**src/rtl/nn_seq_pkg.sv**
```systemverilog
// Shared types and constants for the three-layer inference sequencer.
package nn_seq_pkg;

  localparam int STATE_W = 4;

  typedef enum logic [STATE_W-1:0] {
    IDLE = 4'd0,
    L1   = 4'd1,
    L2   = 4'd2,
    L3   = 4'd3,
    DONE = 4'd4,
    ERR  = 4'd5
  } seq_state_t;

  // Bit positions inside the status word returned to the HPS.
  localparam int ST_DONE      = 0;
  localparam int ST_ERR       = 1;
  localparam int ST_LAYER_LSB = 2;

endpackage

```
**src/rtl/nn_done_collector.sv**
```systemverilog
// Sticky per-unit done mask for one layer; all_done also counts this cycle's done bits.
module nn_done_collector #(
  parameter int W = 1
) (
  input  logic         clk,
  input  logic         reset_n,
  input  logic         clear,
  input  logic         enable,
  input  logic [W-1:0] done,
  output logic [W-1:0] mask,
  output logic         all_done
);

  logic [W-1:0] r_mask;
  logic [W-1:0] w_done;

  // Inactive layers must not leak done activity into their mask or completion.
  assign w_done = enable ? done : '0;

  always_ff @(posedge clk or negedge reset_n) begin
    if (!reset_n)    r_mask <= '0;
    else if (clear)  r_mask <= '0;
    else if (enable) r_mask <= r_mask | w_done;
  end

  assign mask     = r_mask;
  assign all_done = &(r_mask | w_done);

endmodule

```
**src/rtl/nn_layer_sequencer.sv**
```systemverilog
// Runs layer1 -> layer2 -> layer3 on an HPS start edge, with per-layer timeout and status word.
module nn_layer_sequencer #(
  parameter int          NUM_UNITS      = 7,
  parameter int          STATE_W        = nn_seq_pkg::STATE_W,
  parameter int          TIMEOUT_W      = 24,
  parameter int unsigned TIMEOUT_CYCLES = 24'd10_000_000
) (
  input  logic                 clk,
  input  logic                 reset_n,
  input  logic                 ready_from_hps,
  output logic [NUM_UNITS-1:0] done_to_hps,
  output logic                 l1_ready,
  input  logic [NUM_UNITS-1:0] l1_done,
  output logic [NUM_UNITS-1:0] l2_ready,
  input  logic [NUM_UNITS-1:0] l2_done,
  output logic [NUM_UNITS-1:0] l3_ready,
  input  logic                 l3_done,
  output logic [STATE_W-1:0]   state,
  output logic                 busy
);

  import nn_seq_pkg::*;

  localparam logic                 TMO_EN   = (TIMEOUT_CYCLES != 0);
  localparam logic [TIMEOUT_W-1:0] TMO_LAST = TIMEOUT_W'(TIMEOUT_CYCLES - 1);

  if (longint'(TIMEOUT_CYCLES) >= (longint'(1) << TIMEOUT_W)) begin : g_bad_timeout
    $error("TIMEOUT_CYCLES does not fit in TIMEOUT_W bits");
  end
  if (NUM_UNITS < 4) begin : g_bad_units
    $error("NUM_UNITS must be at least 4 to hold the status word");
  end

  seq_state_t             r_state;
  seq_state_t             w_next;
  logic                   r_hps_q;
  logic [TIMEOUT_W-1:0]   r_cnt;
  logic [NUM_UNITS-1:0]   r_status;
  logic [NUM_UNITS-1:0]   w_status_next;
  logic                   r_l1_ready;
  logic [NUM_UNITS-1:0]   r_l2_ready;
  logic [NUM_UNITS-1:0]   r_l3_ready;
  logic                   r_busy;

  logic                   w_start;
  logic                   w_in_l1;
  logic                   w_in_l2;
  logic                   w_in_l3;
  logic                   w_in_layer;
  logic                   w_tmo;
  logic                   w_l1_all;
  logic                   w_l2_all;
  logic                   w_l3_all;
  logic [NUM_UNITS-1:0]   w_l1_mask;
  logic [NUM_UNITS-1:0]   w_l2_mask;
  logic [0:0]             w_l3_mask;
  logic                   w_unused_masks;

  assign w_start    = ready_from_hps & ~r_hps_q;
  assign w_in_l1    = (r_state == L1);
  assign w_in_l2    = (r_state == L2);
  assign w_in_l3    = (r_state == L3);
  assign w_in_layer = w_in_l1 | w_in_l2 | w_in_l3;
  assign w_tmo      = TMO_EN && (r_cnt == TMO_LAST);

  // Each collector is held clear outside its own layer, so every entry starts from an empty mask.
  nn_done_collector #(.W(NUM_UNITS)) u_l1_col (
    .clk(clk), .reset_n(reset_n), .clear(~w_in_l1), .enable(w_in_l1),
    .done(l1_done), .mask(w_l1_mask), .all_done(w_l1_all)
  );
  nn_done_collector #(.W(NUM_UNITS)) u_l2_col (
    .clk(clk), .reset_n(reset_n), .clear(~w_in_l2), .enable(w_in_l2),
    .done(l2_done), .mask(w_l2_mask), .all_done(w_l2_all)
  );
  nn_done_collector #(.W(1)) u_l3_col (
    .clk(clk), .reset_n(reset_n), .clear(~w_in_l3), .enable(w_in_l3),
    .done(l3_done), .mask(w_l3_mask), .all_done(w_l3_all)
  );

  assign w_unused_masks = ^{w_l1_mask, w_l2_mask, w_l3_mask};

  always_ff @(posedge clk or negedge reset_n) begin
    if (!reset_n) r_state <= IDLE;
    else          r_state <= w_next;
  end

  // Completion is tested before timeout so a layer finishing on its last allowed cycle advances.
  always_comb begin
    w_next = r_state;
    case (r_state)
      IDLE: if (w_start) w_next = L1;
      L1: begin
        if (w_l1_all)   w_next = L2;
        else if (w_tmo) w_next = ERR;
      end
      L2: begin
        if (w_l2_all)   w_next = L3;
        else if (w_tmo) w_next = ERR;
      end
      L3: begin
        if (w_l3_all)   w_next = DONE;
        else if (w_tmo) w_next = ERR;
      end
      DONE, ERR: if (!ready_from_hps) w_next = IDLE;
      default: w_next = IDLE;
    endcase
  end

  always_comb begin
    w_status_next = r_status;
    if (w_next != r_state) begin
      case (w_next)
        IDLE: w_status_next = '0;
        DONE: w_status_next[ST_DONE] = 1'b1;
        ERR: begin
          w_status_next[ST_ERR] = 1'b1;
          w_status_next[ST_LAYER_LSB +: 2] = r_state[1:0];
        end
        default: ;
      endcase
    end
  end

  // Edge register comes out of reset high so a level held across reset is not a start.
  always_ff @(posedge clk or negedge reset_n) begin
    if (!reset_n) r_hps_q <= 1'b1;
    else          r_hps_q <= ready_from_hps;
  end

  always_ff @(posedge clk or negedge reset_n) begin
    if (!reset_n)                              r_cnt <= '0;
    else if ((w_next != r_state) || !w_in_layer) r_cnt <= '0;
    else                                       r_cnt <= r_cnt + 1'b1;
  end

  // Outputs are decoded from the next state so they change on the same edge as the state.
  always_ff @(posedge clk or negedge reset_n) begin
    if (!reset_n) begin
      r_status   <= '0;
      r_l1_ready <= 1'b0;
      r_l2_ready <= '0;
      r_l3_ready <= '0;
      r_busy     <= 1'b0;
    end else begin
      r_status   <= w_status_next;
      r_l1_ready <= (w_next == L1);
      r_l2_ready <= {NUM_UNITS{w_next == L2}};
      r_l3_ready <= {NUM_UNITS{w_next == L3}};
      r_busy     <= (w_next == L1) || (w_next == L2) || (w_next == L3);
    end
  end

  assign done_to_hps = r_status;
  assign l1_ready    = r_l1_ready;
  assign l2_ready    = r_l2_ready;
  assign l3_ready    = r_l3_ready;
  assign busy        = r_busy;
  assign state       = STATE_W'(r_state);

endmodule

```
**config.mk**
```make
export PLATFORM = sky130hd
export DESIGN_NAME = nn_layer_sequencer
export DESIGN_NICKNAME = d
export VERILOG_FILES = /design/src/rtl/nn_seq_pkg.sv /design/src/rtl/nn_done_collector.sv /design/src/rtl/nn_layer_sequencer.sv
export SDC_FILE = /design/constraint.sdc
export NUM_CORES = 1
export LEC_CHECK = 0
export ABC_AREA = 1
export CORE_MARGIN = 3
export CORE_UTILIZATION = 53
export DETAILED_ROUTE_END_ITERATION = 8
export PLACE_DENSITY = 0.76
export SLEW_MARGIN = 30
export SYNTH_ARGS = -nofsm -noshare
export SYNTH_HDL_FRONTEND = slang
export SYNTH_SLANG_ARGS = --single-unit
```
**constraint.sdc**
```tcl
create_clock -name clk -period 2.1 [get_ports clk]
set_input_delay 0.42 -clock clk [delete_from_list [all_inputs] [get_ports clk]]
set_output_delay 0.42 -clock clk [all_outputs]
set_load 0.005 [all_outputs]
```
* Word level (Yosys, flattened, before mapping)
Cells that the tools add are included.
** Storage, ports and cells
- Bits in registers :: 52
- Input port bits :: 18
- Logic and storage cells :: 61
** Operators by class
- Add/subtract/negate cells :: 1
- Eq/ne operators :: 12
- Mux-type cells :: 16
- Bitwise gates (word level) :: 7
- Reductions and logical operators :: 13
** Operators with widths (count)
- 7-bit 2-to-1 mux :: 4
- 24-bit by 1-bit adder with 24-bit output (second input constant) :: 1
- 24-bit == test (second input constant) :: 1
- 24-bit 2-to-1 mux :: 1
- 4-bit 2-to-1 mux :: 6
- 4-bit case mux with 5 select lines :: 1
- 4-bit by 2-bit == test with 1-bit output (second input constant) :: 4
- 4-bit by 3-bit == test with 1-bit output (second input constant) :: 4
- 7-bit OR :: 2
- 7-bit AND reduction :: 2
- 4-bit by 1-bit == test with 1-bit output (second input constant) :: 2
- 4-bit logical NOT :: 2
- 3-bit case mux with 2 select lines :: 1
- 4-bit inequality test :: 1
- 2-bit AND reduction :: 2
- 2-bit nonzero test :: 2
- 1-bit logical OR :: 3
- 1-bit OR :: 3
- 1-bit 2-to-1 mux :: 2
- 1-bit case mux with 2 select lines :: 1
- 2-bit OR reduction :: 1
- 1-bit bitwise AND :: 1
- 1-bit logical NOT :: 1
- 1-bit inverter :: 1

* Logic depth before layout (Yosys ltp)
Gate-level depths: netlist of the first run.
- Depth after elaboration :: 9
- Mapped depth :: 18
- Mapped depth without buffers :: 17

* Cells and area by module
From an unflattened synthesis of the first run, not the netlist that was laid out.
** Second synthesis, totals
- Cells, all modules :: 358
- Area total of the unflattened synthesis :: 2855.2 um^2
** By module, submodules not included
- nn_layer_sequencer :: times used 1, cells each 269, area an instance 2172.1 um^2
- nn_done_collector (u_l1_col ...) :: times used 2, cells each 42, area an instance 319.1 um^2
- nn_done_collector (u_l3_col) :: times used 1, cells each 5, area an instance 45.0 um^2

* Worst setup path before layout of the first run
Ideal clock, no wire load.
- Path type :: register -> register
- Start :: reg r_state[2], in the netlist state[2]
- End :: reg r_cnt[16]
- Arrival time :: 1896 ps
- Required time :: 2031 ps
- Setup slack :: 135 ps
- Cell stages (with the launch flop) :: 16
- Path buffers :: 2
- Cell sequence :: dfrtp_1 > nor2_4 > buf_6 > nand3_1 > nand2_1 > nand2_1 > nor2_2 > nand2_1 > nand2_1 > nand2_1 > nand3_1 > nand2_1 > nor2_2 > nand3_4 > buf_6 > nor2_2
** Between the ends
- Longest elaborated chain between the ends :: 9
** Ends and longest elaborated chain
- from (decl) :: line nn_layer_sequencer.sv:34 : seq_state_t r_state;
- from (signal assigned) :: line nn_layer_sequencer.sv:84 : else r_state <= w_next;
- 4-bit by 2-bit == test with 1-bit output or 4-bit by 1-bit == test with 1-bit output (tied branches) :: line nn_layer_sequencer.sv:61, nn_layer_sequencer.sv:90, nn_layer_sequencer.sv:60
- 7-bit 2-to-1 mux :: line nn_done_collector.sv:18 : assign w_done = enable ? done : '0;
- 7-bit OR :: line nn_done_collector.sv:27 : assign all_done = &(r_mask | w_done);
- 7-bit AND reduction :: line nn_done_collector.sv:27
- 4-bit 2-to-1 mux, on equally long branches :: line nn_layer_sequencer.sv:97, nn_layer_sequencer.sv:93
- 4-bit case mux with 5 select lines :: line nn_layer_sequencer.sv:90 : case (r_state)
- 4-bit inequality test :: line nn_layer_sequencer.sv:132 : else if ((w_next != r_state) || !w_in_layer) r_cnt <= '0;
- 1-bit logical OR * :: line nn_layer_sequencer.sv:132
- 24-bit 2-to-1 mux * :: line nn_layer_sequencer.sv:132
- to (signal assigned) :: line nn_layer_sequencer.sv:133 : else r_cnt <= r_cnt + 1'b1;
- to (decl) :: line nn_layer_sequencer.sv:37 : logic [TIMEOUT_W-1:0] r_cnt;
Mark *: on every way between the ends. The rest lies on a longest branch, timed or not.
A chain may end at the register's enable or synchronous reset.

* Worst setup path in the final report of the first run
- Start :: reg r_state[0], in the netlist state[0]
- End :: reg r_cnt[14]
Same word-level chain as after synthesis.

==> results of run 1 <==
-- state kept, by name (all words and copies together), names as in the netlist, 4 cells and up --
signal and count:
state 4, done_to_hps 4, r_cnt 24, u_l1_col.mask 7, u_l2_col.mask 7
-- synth_stat cells, drive strengths merged (8+ instances only) --
| master | instances |
|---|---|
| nand3 | 38 |
| inv | 57 |
| buf | 20 |
| a21oi | 14 |
| dfrtp | 51 |
| nor2 | 67 |
| nand4 | 11 |
| nand2 | 82 |
| xor2 | 17 |
| nor3 | 8 |
-- worst min-delay path by stage --
stage	endpoint	slack (ns)
5_1_grt	u_l2_col.mask[4]	0.09
3_3_place_gp	u_l2_col.mask[1]	0.41
2_1_floorplan	busy	0.12
6_report	u_l2_col.mask[4]	0.07
3_5_place_dp	u_l2_col.mask[4]	0.41
4_1_cts	l2_ready[0]	0.08
-- routing by layer --
metal	routed length (um)	vias to the layer above
met5	0	-
met4	112	0
met3	303	11
met2	3320	68
met1	3190	1214
li1	-	1294
-- layout by cell type, fill, tap and decap left out, types with 4 or more instances in the layout --
| cell | instances |
|---|---|
| nand2_1 | 68 |
| inv_1 | 54 |
| dfrtp_1 | 49 |
| clkdlybuf4s50_1 | 40 |
| nor2_1 | 35 |
| buf_4 | 32 |
| nand3_1 | 29 |
| nor2_2 | 25 |
| xor2_1 | 17 |
| nand2_2 | 14 |
| a21oi_1 | 13 |
| nand4_1 | 11 |
| nand3_2 | 8 |
| nor3_1 | 8 |
| nor2_4 | 7 |
| clkbuf_8 | 5 |
| conb_1 | 4 |
-- logic make-up after synthesis --
| family | after synthesis | share of synthesized area |
|---|---|---|
| AND/OR/NAND/NOR | 208 | 0.330 |
| buffers and inverters | 78 | 0.129 |
| flip-flops | 52 | 0.444 |
| other | 1 | 0.00128 |
| XOR/XNOR | 19 | 0.0567 |
| AO/OA/AOI/OAI | 19 | 0.0341 |
| adder cells (fa/ha/maj) | 1 | 0.00427 |
-- power groups by stage --
| stage | combinational [mW] | sequential, mW | clock [mW] |
|---|---|---|---|
| floorplan | 0.0447 | 1.03 | 0 |
| global placement | 0.126 | 1.03 | 0 |
| detailed placement | 0.128 | 1.03 | 0 |
| CTS | 0.130 | 1.01 | 0.701 |
| global route | 0.159 | 1.01 | 0.734 |
| finish | 0.144 | 1.01 | 0.690 |
-- area by class of cell --
type	instances	area (um^2)
Timing Repair Buffer	79	767
Sequential cell	52	1310
Tap cell	70	87.6
Inverter	57	214
Fill cell	397	1390
Clock inverter	2	35.0
Multi-Input combinational cell	251	1370
Clock buffer	6	72.6
-- stage by stage --
step	TNS, ns	total power, mW	util	cells
2_1_floorplan	0	1.07	-	381
3_3_place_gp	-3.10	1.16	0.679	504
3_5_place_dp	-4.93	1.16	0.679	504
4_1_cts	-0.341	1.84	0.703	512
5_1_grt	-8.09	1.90	0.736	517
6_report	-3.29	1.84	0.736	517
-- timing repair --
action,CTS,global route
resized for setup,5,29
buffers inserted,0,2
setup endpoints to repair,28,31
cloned,0,3
pin swaps,0,8
-- critical path, cell delays in order (launching register included) --
cell	delay, ns
dfrtp_2	0.44
buf_4	0.15
nor2_4	0.18
nand3_1	0.13
nand2_1	0.10
nand2_2	0.06
nor2_4	0.13
nand2_2	0.08
nand2_1	0.07
nand3_1	0.07
nand2_1	0.10
nand2_2	0.07
nor2_4	0.15
nand3_4	0.15
clkbuf_16	0.21
nor2_2	0.07
==> results_dict.tcl, run 1 <==
set metrics [dict create \
    fp.coreArea_um2 5240 \
    r2r_end "r_cnt[14]" \
    ys_ff_latch 52 \
    critPathMaxFanout 7 \
    yosys_warnings 0 \
    p_sw_uw 413 \
    dpl_worst_slack_ns -0.192 \
    io_buffer_count 41 \
    stdcell_area_um2 3850 \
    drcViolationCount 0 \
    internal_power_mw 1.43 \
    dieArea_um2 6460 \
    holdWs_ns 0.0693 \
    power.density_nw_per_um2 479 \
    dpl.hpwl_um 4580 \
    routabilityCongestion 0.936 \
    grt_use_met2 0.332 \
    holdCritPathClass "input port to async pin" \
    crit_path_start_kind "flop" \
    rows 26 \
    clockBufferDepth 2 \
    grt_pass1_wl_um 10500 \
    track_usage 0.208 \
    cts.sinks 52 \
    cap_violations 0 \
    clk_latency_ns 0.31 \
    status "finished with violations" \
    wl_per_cell_um 13.4 \
    reg2reg_from "state[0]" \
    worst_pin_slew_ns 0.504 \
    grt_pass1_vias 2395 \
    pwr-share-comb 0.078 \
    worstSetupEndpointType "flop" \
    antenna_left 0 \
    path_class "flop to flop" \
    netlist_instances 378 \
    nNetsFinal 465 \
    ios 45 \
    skew_ns 0.00544 \
    wl_um 6920 \
    ys_dominant_reg_cell "dfrtp_1" \
    rsz0062_at_grt "true" \
    met1_usage 0.282 \
    drv_slew 0 \
    clockRootBuffer "clkbuf_8" \
    synth.distinct_cells 24 \
    syn_avg_cell_area_um2 7.76 \
    synth_top_area_cell "dfrtp_1" \
    fp.dieW_um 80.4 \
    worst_slew_margin_rel 0.664 \
    hold_violations 0 \
    cts_hold_buffers 0 \
    vias 2587 \
    clkPwrFrac 0.374 \
    fp.dieH_um 80.4 \
    insertedDiodeCount 0 \
    max_freq_mhz 446 \
    initial_core_util 0.560 \
    crit_end "r_cnt[14]" \
    antenna_found_initial 0 \
    top_usage_layer "met2" \
    htreeDepth 2 \
    area_delta_synth_final_pct 31.4 \
    synth.area.top_cells "dfrtp_1 44%, nand2_1 10%, inv_1 7.0%" \
    setup_viol 28 \
    setup_slack_ns -0.142 \
    via_per_inst 5.00 \
    dpl-instance-area_um2 3560 \
    yosysSeqAreaShare 0.444 \
    max-vdd-ir-drop_uv 346 \
    seq_power_share 0.548 \
    swShare 0.224 \
    overflow 0 \
    cp-startpoint "state[0]" \
    cts_made_buffers 5 \
    synth_top_area_share 0.435 \
    cts_tree "yes" \
    ff2ff_setup_slack_ns -0.14 \
    clk_pin_slew_ns 0.10 \
    min_period_ns 2.24 \
    violations "setup timing" \
    timing.final.crit_share 1.07 \
    drt_iter0_markers 251 \
    synthArstFlopShare 1.00 \
    grt_max_degree 26 \
    reg2reg_depth 15 \
    synth_edf_count 0 \
    drt_pass1_iterations 4 \
    drive_above_1_share 0.242 \
    synthesis.area_um2 2930 \
    required_ns 2.34 \
    power.leakage_nw 1.73 \
    grt_util_met3 0.0336 \
    critPathArrivalTime_ns 2.49 \
]
(Power assumes the default switching activity.)
==> run 2: changes to the inputs <==
Clock period 2.1 ns to 2.9 ns, I/O delays scaled along.
==> results_dict.tcl, run 2 (synthesis gave the netlist of run 1 again) <==
set metrics [dict create \
    status "finished clean" \
    cts_resized 0 \
    max-vdd-ir-drop_uv 283 \
    holdCritPathClass "input port to async pin" \
    fp.dieH_um 80.4 \
    critPathArrivalTime_ns 2.77 \
    num-fill-cells 469 \
    skew_ns 0.00636 \
    grt_pass1_wl_um 9540 \
    top_register "r_cnt" \
    worst_slew_margin_rel 0.527 \
    wl_um 5630 \
    cap_violations 0 \
    largest_reg_flops 24 \
    rows 26 \
    vias 2321 \
    crit_path_start_kind "flop" \
    initial_core_util 0.560 \
    required_ns 3.13 \
    rsz0062_at_grt "false" \
    worstSetupEndpointType "flop" \
    area_delta_synth_final_pct 16.1 \
    tns_ns 0 \
    nNetsFinal 430 \
    grt_pass1_vias 2103 \
    io_buffer_count 41 \
    htreeDepth 2 \
    min_period_ns 2.55 \
    track_usage 0.188 \
    via_per_inst 4.82 \
    clk_latency_ns 0.30 \
    power.density_nw_per_um2 383 \
    dpl_worst_slack_ns 0.281 \
    routabilityCongestion 0.887 \
    cts_made_buffers 5 \
    wl_per_cell_um 11.7 \
    clockRootBuffer "clkbuf_8" \
    cts_hold_buffers 0 \
    clockBufferDepth 2 \
    setup_slack_ns 0.353 \
    dpl.hpwl_um 4230 \
    worst_pin_slew_ns 0.710 \
    cts_setup_buffers 0 \
    insertedDiodeCount 0 \
    drcViolationCount 0 \
    ios 45 \
    critPathMaxFanout 24 \
    max_freq_mhz 393 \
    fp.dieW_um 80.4 \
    cts_tree "yes" \
    path_class "flop to flop" \
    overflow 0 \
    power.leakage_nw 1.53 \
    clk_pin_slew_ns 0.10 \
    drt_pass1_iterations 4 \
    antenna_found_initial 0 \
    drv_slew 0 \
    cts.sinks 52 \
    timing.final.crit_share 0.878 \
    final_common_cell "nand2_1" \
    setup_viol 0 \
    fp.coreArea_um2 5240 \
    hold_violations 0 \
    mostFrequentLayoutCells "82 x nand2_1, 55 x inv_1, 51 x dfrtp_1" \
    drive_above_1_share 0.107 \
    dieArea_um2 6460 \
    antenna_left 0 \
    drt_iter0_markers 113 \
    grt_max_degree 32 \
]
[run 2: per-layer routing]
layer | share of wire | global-route usage
met1 | 0.50 | 0.268
met4 | 0.010 | 0.0507
met3 | 0.035 | 0.0336
met5 | 0 | 0
met2 | 0.45 | 0.295
[run 2: through the flow]
| stage | utilization | cells | total power, mW | area (um^2) | hold slack [ns] |
|---|---|---|---|---|---|
| after detailed placement | 0.629 | 474 | 0.823 | 3290 | 0.454 |
| final | 0.650 | 482 | 1.30 | 3410 | 0.311 |
| after global placement | 0.629 | 474 | 0.823 | 3290 | 0.449 |
| after CTS | 0.650 | 482 | 1.32 | 3410 | 0.327 |
| after global routing | 0.650 | 482 | 1.35 | 3410 | 0.350 |
| after floorplan | - | 381 | 0.778 | 2940 | 0.284 |
[run 2: cell type report]
class	instances	area, um^2	area share
flip-flops and latches	52	1300	0.382
multi-input cells	251	1260	0.371
repair buffers	44	428	0.126
inverters	57	214	0.0628
well taps	70	87.6	0.0257
clock buffers	5	68.8	0.0202
clock inverters	3	42.5	0.0125
[run 2: critical path: stages, from the launching register on]
cell	delay, ns
dfrtp_1	0.48
nor2_4	0.38
nand2_1	0.14
nor2_1	0.19
inv_1	0.11
o21ai_0	0.17
inv_1	0.06
nand2_1	0.06
nand2_1	0.07
nand3_1	0.07
nand2_1	0.07
nor2_2	0.15
nand3_4	0.34
nor2_1	0.19
[run 2: final timing paths]
path / from / end / slack [ns] / depth (start not counted)
max: state[2] / r_cnt[23] / 0.35 / 13
min: reset_n / u_l2_col.mask[2] / 0.31 / 1
max reg2reg: state[2] / r_cnt[23] / 0.35 / 13
min reg2reg: r_cnt[0] / r_cnt[0] / 0.47 / 1
max in group asynchronous: reset_n / r_cnt[3] / 1.95 / 2
min in group clk: r_cnt[0] / r_cnt[0] / 0.47 / 1
[run 2: power by group]
group	switching, mW	internal, mW	leakage [nW]
Sequential	0.00459	0.729	0.720
Clock	0.240	0.256	0.0541
Combinational	0.0420	0.0326	0.754
